--- config.mk ---
export PLATFORM = sky130hd
export DESIGN_NAME = icmp_echo_rx
export DESIGN_NICKNAME = d
export VERILOG_FILES = /design/src/rtl/eth_pkg.sv /design/src/rtl/ones_comp_acc.sv /design/src/rtl/icmp_echo_rx.sv
export SDC_FILE = /design/constraint.sdc
export NUM_CORES = 1
export LEC_CHECK = 0
export BUFFER_PORTS_ARGS = -buffer_cell sky130_fd_sc_hd__buf_4
export CORE_MARGIN = 5
export CORE_UTILIZATION = 65
export CTS_CLUSTER_SIZE = 24
export DETAILED_ROUTE_END_ITERATION = 16
export HOLD_SLACK_MARGIN = 0.06
export PLACE_DENSITY = 0.92
export SYNTH_ARGS = -nofsm -noshare
export SYNTH_HDL_FRONTEND = slang
export SYNTH_SLANG_ARGS = --single-unit
--- constraint.sdc ---
create_clock -name clk -period 13.4 [get_ports clk]
set_clock_uncertainty 0.1 [all_clocks]
set_input_delay 1.34 -clock clk [delete_from_list [all_inputs] [get_ports clk]]
set_output_delay 1.34 -clock clk [all_outputs]
set_load 0.02 [all_outputs]
--- src/rtl/eth_pkg.sv ---
// Shared Ethernet/IPv4/ICMP constants and the echo receiver state encoding.
package eth_pkg;

    localparam logic [15:0] ETH_TYPE_IPV4   = 16'h0800;
    localparam logic [7:0]  IP_PROTO_ICMP   = 8'd1;
    localparam logic [7:0]  ICMP_ECHO_REQ   = 8'h08;
    localparam logic [7:0]  ICMP_ECHO_REPLY = 8'h00;
    localparam logic [7:0]  PREAMBLE_BYTE   = 8'h55;
    localparam logic [7:0]  SFD_BYTE        = 8'hD5;

    typedef enum logic [2:0] {
        ST_IDLE,
        ST_PREAMBLE,
        ST_ETH_HEAD,
        ST_IP_HEAD,
        ST_ICMP_HEAD,
        ST_RX_DATA,
        ST_WAIT_END,
        ST_DROP
    } rx_state_e;

endpackage

--- src/rtl/ones_comp_acc.sv ---
// Byte-pairing big-endian 16-bit word accumulator for internet checksums.
module ones_comp_acc (
    input  logic        clk,
    input  logic        rst_n,
    input  logic        clr_i,
    input  logic        en_i,
    input  logic [7:0]  byte_i,
    input  logic        last_i,
    output logic [31:0] sum_o,
    output logic [15:0] fold_o
);

    logic [31:0] sum_q, sum_d;
    logic [7:0]  hi_q, hi_d;
    logic        phase_q, phase_d;
    logic [16:0] fold1;
    logic [15:0] fold2;

    always_comb begin
        sum_d   = sum_q;
        hi_d    = hi_q;
        phase_d = phase_q;
        if (clr_i) begin
            sum_d   = '0;
            hi_d    = '0;
            phase_d = 1'b0;
        end else if (en_i) begin
            if (phase_q) begin
                sum_d   = sum_q + {16'h0, hi_q, byte_i};
                phase_d = 1'b0;
            end else if (last_i) begin
                // odd trailing byte is padded with a zero low byte
                sum_d = sum_q + {16'h0, byte_i, 8'h00};
            end else begin
                hi_d    = byte_i;
                phase_d = 1'b1;
            end
        end
    end

    always_ff @(posedge clk or negedge rst_n) begin
        if (!rst_n) begin
            sum_q   <= '0;
            hi_q    <= '0;
            phase_q <= 1'b0;
        end else begin
            sum_q   <= sum_d;
            hi_q    <= hi_d;
            phase_q <= phase_d;
        end
    end

    assign fold1  = {1'b0, sum_q[15:0]} + {1'b0, sum_q[31:16]};
    assign fold2  = fold1[15:0] + {15'h0, fold1[16]};
    assign sum_o  = sum_q;
    assign fold_o = fold2;

endmodule

--- src/rtl/icmp_echo_rx.sv ---
// GMII receiver that accepts ICMP echo requests for this board and
// streams the echo payload with a per-frame done/error verdict.
module icmp_echo_rx
    import eth_pkg::*;
#(
    parameter logic [47:0] BOARD_MAC    = 48'h00_11_22_33_44_55,
    parameter logic [31:0] BOARD_IP     = {8'd192, 8'd168, 8'd1, 8'd10},
    parameter int          MAX_PAYLOAD  = 1472,
    parameter bit          CHECK_CSUM   = 1'b1,
    parameter bit          ACCEPT_BCAST = 1'b1
) (
    input  logic        clk,
    input  logic        resetn,
    input  logic        gmii_rxd_valid,
    input  logic [7:0]  gmii_rxd_data,
    output logic        rec_en,
    output logic [7:0]  rec_data,
    output logic        rec_pkt_done,
    output logic        rec_pkt_err,
    output logic [15:0] rec_byte_num,
    output logic [47:0] src_mac,
    output logic [31:0] src_ip,
    output logic [15:0] icmp_id,
    output logic [15:0] icmp_seq,
    output logic [31:0] reply_checksum
);

    rx_state_e   state_q, state_d;
    logic [5:0]  cnt_q, cnt_d;
    logic [15:0] pay_cnt_q, pay_cnt_d;
    logic [15:0] pay_len_q, pay_len_d;
    logic [3:0]  ihl_q, ihl_d;
    logic [15:0] tot_len_q, tot_len_d;
    logic [7:0]  proto_q, proto_d;
    logic [47:0] dst_mac_q, dst_mac_d;
    logic [7:0]  type_hi_q, type_hi_d;
    logic [23:0] dst_ip_q, dst_ip_d;
    logic [47:0] sh_mac_q, sh_mac_d;
    logic [31:0] sh_ip_q, sh_ip_d;
    logic [15:0] sh_id_q, sh_id_d;
    logic [15:0] sh_seq_q, sh_seq_d;

    logic        rec_en_q;
    logic [7:0]  rec_data_q;
    logic        done_q, err_q;
    logic [15:0] byte_num_q;
    logic [47:0] src_mac_q;
    logic [31:0] src_ip_q;
    logic [15:0] id_q, seq_q;
    logic [31:0] reply_q;

    logic        rec_en_d, done_d, err_d;
    logic        acc_clr, vfy_en, rep_en, last_byte;
    logic [31:0] vfy_sum, rep_sum;
    logic [15:0] vfy_fold, rep_fold;
    logic        unused_acc;

    logic        vld;
    logic [7:0]  d;
    logic [5:0]  hlen;
    logic [15:0] min_len, pay_len_c;
    logic        mac_ok, ip_ok, csum_ok;

    assign vld = gmii_rxd_valid;
    assign d   = gmii_rxd_data;

    assign hlen      = {ihl_q, 2'b00};
    assign min_len   = {10'd0, hlen} + 16'd8;
    assign pay_len_c = tot_len_q - min_len;

    assign mac_ok = (dst_mac_q == BOARD_MAC) ||
                    (ACCEPT_BCAST && (dst_mac_q == 48'hFFFF_FFFF_FFFF));
    assign ip_ok  = (proto_q == IP_PROTO_ICMP) &&
                    ({dst_ip_q, d} == BOARD_IP) &&
                    (tot_len_q >= min_len) &&
                    (pay_len_c <= 16'(MAX_PAYLOAD));
    assign csum_ok = !CHECK_CSUM || (vfy_fold == 16'hFFFF);

    always_comb begin
        state_d   = state_q;
        cnt_d     = cnt_q;
        pay_cnt_d = pay_cnt_q;
        pay_len_d = pay_len_q;
        ihl_d     = ihl_q;
        tot_len_d = tot_len_q;
        proto_d   = proto_q;
        dst_mac_d = dst_mac_q;
        type_hi_d = type_hi_q;
        dst_ip_d  = dst_ip_q;
        sh_mac_d  = sh_mac_q;
        sh_ip_d   = sh_ip_q;
        sh_id_d   = sh_id_q;
        sh_seq_d  = sh_seq_q;
        rec_en_d  = 1'b0;
        done_d    = 1'b0;
        err_d     = 1'b0;
        acc_clr   = (state_q == ST_IDLE);
        vfy_en    = 1'b0;
        rep_en    = 1'b0;
        last_byte = 1'b0;

        unique case (state_q)
            ST_IDLE: begin
                if (vld) begin
                    cnt_d   = '0;
                    state_d = (d == PREAMBLE_BYTE) ? ST_PREAMBLE : ST_DROP;
                end
            end
            ST_PREAMBLE: begin
                if (!vld) begin
                    state_d = ST_IDLE;
                end else if (d == PREAMBLE_BYTE && cnt_q < 6'd6) begin
                    cnt_d = cnt_q + 6'd1;
                end else if (d == SFD_BYTE && cnt_q == 6'd6) begin
                    cnt_d   = '0;
                    state_d = ST_ETH_HEAD;
                end else begin
                    state_d = ST_DROP;
                end
            end
            ST_ETH_HEAD: begin
                if (!vld) begin
                    state_d = ST_IDLE;
                end else begin
                    cnt_d = cnt_q + 6'd1;
                    if (cnt_q < 6'd6) begin
                        dst_mac_d = {dst_mac_q[39:0], d};
                    end else if (cnt_q < 6'd12) begin
                        sh_mac_d = {sh_mac_q[39:0], d};
                    end else if (cnt_q == 6'd12) begin
                        type_hi_d = d;
                    end else begin
                        cnt_d = '0;
                        if (mac_ok && {type_hi_q, d} == ETH_TYPE_IPV4)
                            state_d = ST_IP_HEAD;
                        else
                            state_d = ST_DROP;
                    end
                end
            end
            ST_IP_HEAD: begin
                if (!vld) begin
                    state_d = ST_IDLE;
                end else begin
                    cnt_d = cnt_q + 6'd1;
                    case (cnt_q)
                        6'd0: begin
                            ihl_d = d[3:0];
                            if (d[7:4] != 4'd4 || d[3:0] < 4'd5)
                                state_d = ST_DROP;
                        end
                        6'd2: tot_len_d[15:8] = d;
                        6'd3: tot_len_d[7:0]  = d;
                        6'd9: proto_d = d;
                        6'd12, 6'd13, 6'd14, 6'd15:
                            sh_ip_d = {sh_ip_q[23:0], d};
                        6'd16, 6'd17, 6'd18:
                            dst_ip_d = {dst_ip_q[15:0], d};
                        6'd19: begin
                            pay_len_d = pay_len_c;
                            if (!ip_ok) begin
                                state_d = ST_DROP;
                            end else if (ihl_q == 4'd5) begin
                                cnt_d   = '0;
                                state_d = ST_ICMP_HEAD;
                            end
                        end
                        default: begin
                            // option bytes beyond the fixed header
                            if (cnt_q > 6'd19 && cnt_q == hlen - 6'd1) begin
                                cnt_d   = '0;
                                state_d = ST_ICMP_HEAD;
                            end
                        end
                    endcase
                end
            end
            ST_ICMP_HEAD: begin
                if (!vld) begin
                    state_d = ST_IDLE;
                end else begin
                    vfy_en = 1'b1;
                    cnt_d  = cnt_q + 6'd1;
                    case (cnt_q)
                        6'd0: if (d != ICMP_ECHO_REQ) state_d = ST_DROP;
                        6'd1: if (d != 8'h00) state_d = ST_DROP;
                        6'd4: sh_id_d[15:8]  = d;
                        6'd5: sh_id_d[7:0]   = d;
                        6'd6: sh_seq_d[15:8] = d;
                        6'd7: begin
                            sh_seq_d[7:0] = d;
                            pay_cnt_d     = '0;
                            state_d = (pay_len_q == 16'd0) ?
                                      ST_WAIT_END : ST_RX_DATA;
                        end
                        default: ;
                    endcase
                end
            end
            ST_RX_DATA: begin
                if (!vld) begin
                    err_d   = 1'b1;
                    state_d = ST_IDLE;
                end else begin
                    rec_en_d  = 1'b1;
                    vfy_en    = 1'b1;
                    rep_en    = 1'b1;
                    pay_cnt_d = pay_cnt_q + 16'd1;
                    last_byte = (pay_cnt_q == pay_len_q - 16'd1);
                    if (last_byte)
                        state_d = ST_WAIT_END;
                end
            end
            ST_WAIT_END: begin
                if (!vld) begin
                    state_d = ST_IDLE;
                    done_d  = csum_ok;
                    err_d   = !csum_ok;
                end
            end
            ST_DROP: begin
                if (!vld)
                    state_d = ST_IDLE;
            end
        endcase
    end

    always_ff @(posedge clk or negedge resetn) begin
        if (!resetn) begin
            state_q   <= ST_IDLE;
            cnt_q     <= '0;
            pay_cnt_q <= '0;
            pay_len_q <= '0;
            ihl_q     <= '0;
            tot_len_q <= '0;
            proto_q   <= '0;
            dst_mac_q <= '0;
            type_hi_q <= '0;
            dst_ip_q  <= '0;
            sh_mac_q  <= '0;
            sh_ip_q   <= '0;
            sh_id_q   <= '0;
            sh_seq_q  <= '0;
        end else begin
            state_q   <= state_d;
            cnt_q     <= cnt_d;
            pay_cnt_q <= pay_cnt_d;
            pay_len_q <= pay_len_d;
            ihl_q     <= ihl_d;
            tot_len_q <= tot_len_d;
            proto_q   <= proto_d;
            dst_mac_q <= dst_mac_d;
            type_hi_q <= type_hi_d;
            dst_ip_q  <= dst_ip_d;
            sh_mac_q  <= sh_mac_d;
            sh_ip_q   <= sh_ip_d;
            sh_id_q   <= sh_id_d;
            sh_seq_q  <= sh_seq_d;
        end
    end

    // reply-path fields only change when a frame is accepted
    always_ff @(posedge clk or negedge resetn) begin
        if (!resetn) begin
            rec_en_q   <= 1'b0;
            rec_data_q <= '0;
            done_q     <= 1'b0;
            err_q      <= 1'b0;
            byte_num_q <= '0;
            src_mac_q  <= '0;
            src_ip_q   <= '0;
            id_q       <= '0;
            seq_q      <= '0;
            reply_q    <= '0;
        end else begin
            rec_en_q <= rec_en_d;
            done_q   <= done_d;
            err_q    <= err_d;
            if (rec_en_d)
                rec_data_q <= d;
            if (done_d) begin
                byte_num_q <= pay_len_q;
                src_mac_q  <= sh_mac_q;
                src_ip_q   <= sh_ip_q;
                id_q       <= sh_id_q;
                seq_q      <= sh_seq_q;
                reply_q    <= rep_sum;
            end
        end
    end

    ones_comp_acc u_vfy (
        .clk    (clk),
        .rst_n  (resetn),
        .clr_i  (acc_clr),
        .en_i   (vfy_en),
        .byte_i (d),
        .last_i (last_byte),
        .sum_o  (vfy_sum),
        .fold_o (vfy_fold)
    );

    ones_comp_acc u_rep (
        .clk    (clk),
        .rst_n  (resetn),
        .clr_i  (acc_clr),
        .en_i   (rep_en),
        .byte_i (d),
        .last_i (last_byte),
        .sum_o  (rep_sum),
        .fold_o (rep_fold)
    );

    assign unused_acc = ^{vfy_sum, rep_fold};

    assign rec_en         = rec_en_q;
    assign rec_data       = rec_data_q;
    assign rec_pkt_done   = done_q;
    assign rec_pkt_err    = err_q;
    assign rec_byte_num   = byte_num_q;
    assign src_mac        = src_mac_q;
    assign src_ip         = src_ip_q;
    assign icmp_id        = id_q;
    assign icmp_seq       = seq_q;
    assign reply_checksum = reply_q;

endmodule

Yosys cells after proc, flatten, opt, wreduce, memory -nomap -nowiden
Index checks and enable logic that the tools add are counted.
W data, S select, Z words.
{ "classes": {"addsub": 12, "n_lt_le_gt_ge": 6, "eq_ne": 60, "mux": 76, "bitwise": 2, "n_reduce_logical": 47} }
{ "ops": {"columns": ["operator", "n"], "rows": [
  ["$mux W32", 8],
  ["$add A32 B16 Y32", 4],
  ["$mux W6", 13],
  ["$mux W3", 21],
  ["$mux W8", 7],
  ["$eq A48 B37 Y1 const B", 1],
  ["$eq A48 B48 Y1 const B", 1],
  ["$mux W16", 3],
  ["$reduce_and A3 Y1", 14],
  ["$eq A32 B32 Y1 const B", 1],
  ["$pmux W16 S2", 1],
  ["$eq A6 B4 Y1 const B", 5],
  ["$pmux W6 S5", 1],
  ["$eq A6 B3 Y1 const B", 4],
  ["$eq A6 B5 Y1 const B", 4],
  ["$ne A3 B3 Y1 const B", 7],
  ["$pmux W3 S7", 1],
  ["$ne A2 B2 Y1 const B", 10],
  ["$pmux W3 S3", 2],
  ["$add A16 B16 Y17", 1],
  ["$add A16 B1 Y16", 1],
  ["$add A16 B1 Y16 const B", 1],
  ["$eq A16 B12 Y1 const B", 1],
  ["$eq A16 B16 Y1", 1],
  ["other kinds (53)", 90]
]} }
{ "totals": {"regBits": 514, "out_inout_bits": 171, "word_cells": 236} }

Depth between registers and ports, before layout
{ "depth": {"word_depth": 9, "depth_mapped": 22, "mapped_depth_nobuf": 19} }

Hierarchy
From an unflattened synthesis, not the netlist that was laid out.
{ "unflattened": {"cells_unflattened": 2734, "area_unflattened_um2": 26789.4} }
{ "modules_own_cells": {"columns": ["module", "instances", "cells_per_inst", "area_per_inst_um2", "seq_area_each_um2"], "rows": [
  ["icmp_echo_rx", 1, 1780, 18712.9, 10810.4],
  ["ones_comp_acc (u_rep)", 1, 489, 4135.2, 1026.0],
  ["ones_comp_acc (u_vfy)", 1, 465, 3941.3, 1026.0]
]} }

Least setup slack after synthesis
OpenSTA, ideal clock, no wires.
{ "synth_path": {"kind": "reg-to-reg", "startpoint": "register u_vfy.sum_q[16] (netlist: u_vfy.sum_o[16])", "endpoint": "register id_q[0] (netlist: icmp_id[0])", "setup_time_ns": 0.125, "arrival_time_ns": 4.478, "required_ns": 13.175, "path_slack_ns": 8.697, "stages_incl_launch_ff": 22, "synth_period_minus_slack_ns": 4.703, "cell_sequence": "dfrtp_1 -> ha_1 -> fa_1 -> a21o_1 -> nand4_1 -> a21oi_1 -> o211ai_1 -> nand2_1 -> nor3_1 -> o21bai_1 -> a21o_1 -> ha_1 -> ha_1 -> nor2_1 -> nand3_1 -> mux2_2 -> o22ai_1 -> nor4bb_1 -> clkbuf_1 -> clkbuf_1 -> buf_2 -> mux2_2"} }
{ "synth_via": {"elab_chain_len": 5} }
{ "synth_rtl": {"columns": ["element", "line_no", "text"], "rows": [
  ["start: declaration", "ones_comp_acc.sv:13", "logic [31:0] sum_q, sum_d;"],
  ["start signal: assignment", "ones_comp_acc.sv:47", "sum_q <= sum_d;"],
  ["$add A16 B16 Y17", "ones_comp_acc.sv:53", "assign fold1 = {1'b0, sum_q[15:0]} + {1'b0, sum_q[31:16]};"],
  ["$add A16 B1 Y16", "ones_comp_acc.sv:54", "assign fold2 = fold1[15:0] + {15'h0, fold1[16]};"],
  ["$eq A16 B16 Y1", "icmp_echo_rx.sv:77", "assign csum_ok = !CHECK_CSUM || (vfy_fold == 16'hFFFF);"],
  ["$mux W1", "icmp_echo_rx.sv:215", "if (!vld) begin"],
  ["$mux W1", "icmp_echo_rx.sv:102", "unique case (state_q)"],
  ["end signal: assignment", "icmp_echo_rx.sv:285", "id_q <= sh_id_q;"],
  ["end: declaration", "icmp_echo_rx.sv:49", "logic [15:0] id_q, seq_q;"]
]} }
No other way between the ends.
A chain may end at the register's enable or synchronous reset.

Final worst setup path
{ "layout_path": {"startpoint": "register u_vfy.sum_q[16] (netlist: u_vfy.sum_o[16])", "endpoint": "register seq_q[12] (netlist: icmp_seq[12])"} }
{ "layout_via": {"elab_chain_len": 5} }
{ "layout_rtl": {"columns": ["element", "line_no", "text"], "rows": [
  ["$add A16 B16 Y17", "ones_comp_acc.sv:53", null],
  ["$add A16 B1 Y16", "ones_comp_acc.sv:54", null],
  ["$eq A16 B16 Y1", "icmp_echo_rx.sv:77", null],
  ["$mux W1", "icmp_echo_rx.sv:215", null],
  ["$mux W1", "icmp_echo_rx.sv:102", null],
  ["end signal: assignment", "icmp_echo_rx.sv:286", "seq_q <= sh_seq_q;"],
  ["end: declaration", "icmp_echo_rx.sv:49", null]
]} }
No other way between the ends.

==> metrics.yaml <==
hold_path:
  whs_path_depth: 2
  worstHoldEndpoint: "rec_data[4]"
  hp-class: "reg2reg"
  hp-start: "rec_data[4]"
floorplan:
  num_rows: 71
  core_um2: 37800
  die_h_um: 206
  die_w_um: 206
  dieArea_um2: 42500
  ios: 182
  start_util_pct: 66.0
sta:
  finalMaxSlewViolations: 0
  rsz0062_at_grt: "false"
  relSlewSlack_pct: 20.3
  setup_viol: 0
  hold_viol: 0
  fin_crit_ns: 5.80
  fin_crit_sh_pct: 43.3
  worst_pin_slew_ns: 1.20
  fin_tns_setup_ns: 0
  fmax_ghz: 0.173
layout:
  final_common_cell: "dfrtp_1"
  layout.nets: 2373
  drive_gt1_share_pct: 29.8
  diodes: 0
  final_cell_mix: "dfrtp_1, mux2_2, buf_4, nand2_1, nor2_1"
  syn2layout_area_growth_pct: 14.2
  final_cells: 2824
  finalInstanceArea_um2: 28500
synth:
  synth_area_leaders: "dfrtp_1, mux2_2, ha_1, xnor2_1, nand2_1"
  syn_area_um2: 25000
  syn_avg_cell_area_um2: 11.8
  ys_ff_latch: 514
  synth.top_cell.area_share_pct: 51.5
  synth_edf_count: 0
  yosysUniqueCellTypes: 75
  yosysSeqAreaShare_pct: 51.5
  yosys_warnings: 0
  async_flop_share_pct: 100
  yosysTopAreaCell: "dfrtp_1"
  synth_cells: 2126
  syn-num-nets: 2225
  synthFlopType: "dfrtp_1"
routing:
  dr.pass1.iters: 6
  drtIter0Drc: 1927
  drc: 0
  drt-total-wl_um: 63100
  dr_wl_met3_um: 4510
  vias: 18300
  top_layer: "met4"
  drt-met1-wl_um: 25500
  dr_wl_met2_um: 30500
  ant_nets: 0
  routedWlPerCell_um: 22.3
  viasPerCell: 6.47
critical_path:
  required_ns: 13.76
  crit_type: "reg2reg"
  rr_startpoint: "u_vfy.sum_o[16]"
  critPathLaunchType: "flip-flop"
  reg2reg_to: "icmp_seq[12]"
  cp_max_fo: 83
  r2r_slack_ns: 7.60
  critPathArrivalTime_ns: 6.16
  reg2reg_depth: 18
  crit_path_end_kind: "flip-flop"
global_routing:
  overflow: 0
  grt_max_degree: 193
  grt_pass1_vias: 18700
  grt_first_pass_wirelength_um: 102000
  antenna_found_initial: 0
  grt_usage_pct: 30.0
power:
  p_int_w: 0.00317
  comb_power_share_pct: 26.2
  power_density_nw_per_um2: 166
  leakage_nw: 14.1
  switching_share_pct: 32.9
  ir_worst_vdd_v: 0.000138
  p_switching_w: 0.00156
  clkPwrFrac_pct: 32.2
  power_frac_seq_pct: 41.6
place:
  port_buffers: 181
  gp_congestion: 0.927
  dpl.cell_count: 2733
  dpl_cell_area_um2: 26700
  post-dp-hpwl_um: 39800
clock_network:
  clock_path_buffers: 3
  ctsHoldBuffers: 0
  cts.sinks: 514
  clock_latency_ns: 0.60
  cts_setup_buffers: 0
  cts_buffers: 50
  cts_resized: 0
  cts_root_buffer: "clkbuf_16"
  clkTransAtPathRegs_ns: 0.06
  ctsHtreeMaxLevel: 2
  cts_tree: "done"
outcome:
  status: "complete, no violations"
job:
  drv_cap: 0
## critical path: stages (launching register included)
cell	delay, ns
dfrtp_1	0.45
ha_1	0.26
fa_1	0.43
a21o_1	0.20
nand4_1	0.18
a21oi_1	0.14
o211ai_1	0.32
nand2_1	0.14
nor3_1	0.17
o21bai_1	0.09
a21o_1	0.19
ha_1	0.20
ha_1	0.27
nand3_1	0.10
a211oi_1	0.44
nand2_1	0.20
nor4bb_4	0.35
buf_4	0.94
mux2_2	0.45
## worst max-delay path by stage
stage,startpoint,to,slack [ns],cells past startpoint
final,u_vfy.sum_o[16],icmp_seq[12],7.60,18
after global routing,u_vfy.sum_o[16],icmp_seq[12],7.31,18
after CTS,u_vfy.sum_o[16],icmp_seq[12],7.71,19
after detailed placement,u_vfy.sum_o[16],icmp_seq[1],7.80,19
after global placement,u_vfy.sum_o[16],icmp_id[5],7.98,19
after floorplan,u_vfy.sum_o[16],icmp_id[0],8.70,21
## per-layer routing
| layer | GRT usage, % | up-vias |
|---|---|---|
| met4 | 11.5 | 0 |
| met2 | 48.5 | 746 |
| met5 | 0 | - |
| met1 | 40.6 | 9282 |
| met3 | 5.99 | 209 |
| li1 | - | 8034 |
## registers in the layout, indices dropped and copies added (netlist names), 16 cells and up
| signal | count |
|---|---|
| dst_ip_q | 24 |
| dst_mac_q | 48 |
| icmp_id | 16 |
| icmp_seq | 16 |
| pay_cnt_q | 16 |
| pay_len_q | 16 |
| rec_byte_num | 16 |
| reply_checksum | 32 |
| sh_id_q | 16 |
| sh_ip_q | 32 |
| sh_mac_q | 48 |
| sh_seq_q | 16 |
| src_ip | 32 |
| src_mac | 48 |
| tot_len_q | 16 |
| u_rep.sum_o | 32 |
| u_vfy.sum_o | 32 |
## synthesized netlist by cell type (7+ instances only)
cell,number
dfrtp_1,514
mux2_2,388
nand2_1,135
nor2_1,117
o21ai_0,90
ha_1,82
clkbuf_1,71
a21oi_1,69
xnor2_1,60
nand3_1,54
inv_1,43
nor3_1,40
xor2_1,38
nand4_1,32
a21o_1,27
a211oi_1,25
mux2i_1,25
or3_1,23
nor4_1,22
and3_1,18
buf_2,18
o211ai_1,16
nor2b_1,14
nor3b_1,12
o21a_1,12
or4_1,12
buf_1,11
o31ai_1,10
nand2b_1,9
nand3b_1,9
nor4b_1,8
o21bai_1,7
or2_2,7
## cell families after synthesis
kind of cell | share of synthesized area (%)
xor+xnor | 3.43
flops | 51.5
simple gates | 10.9
mux | 18.5
buf+inv | 2.28
compound gates | 8.79
fa+ha+maj | 4.59
## area by class of cell
type / instances / area (um2)
clock buffers: 75 / 1520
clock inverters: 16 / 285
fillers: 2326 / 9300
inverters: 43 / 161
multi-input cells: 1468 / 11600
flip-flops and latches: 514 / 12900
well taps: 511 / 639
repair buffers: 197 / 1500
## per-stage QoR
step	worst slack [ns]	utilization (%)	hold WS, ns	power [W]
after floorplan	8.70	-	0.372	0.00282
after global placement	7.98	70.7	0.364	0.00308
after detailed placement	7.80	70.7	0.378	0.00316
after CTS	7.71	75.4	0.392	0.00471
after global routing	7.31	75.4	0.403	0.00496
final	7.60	75.4	0.391	0.00473
## power by group through the flow
stage,registers (W),logic [W],clock network [W]
after CTS,0.00196,0.00122,0.00154
final,0.00197,0.00124,0.00152
after detailed placement,0.00198,0.00118,0
after global placement,0.00196,0.00112,0
after global routing,0.00199,0.00135,0.00161
after floorplan,0.00189,0.000923,0
(Power assumes the default switching activity.)
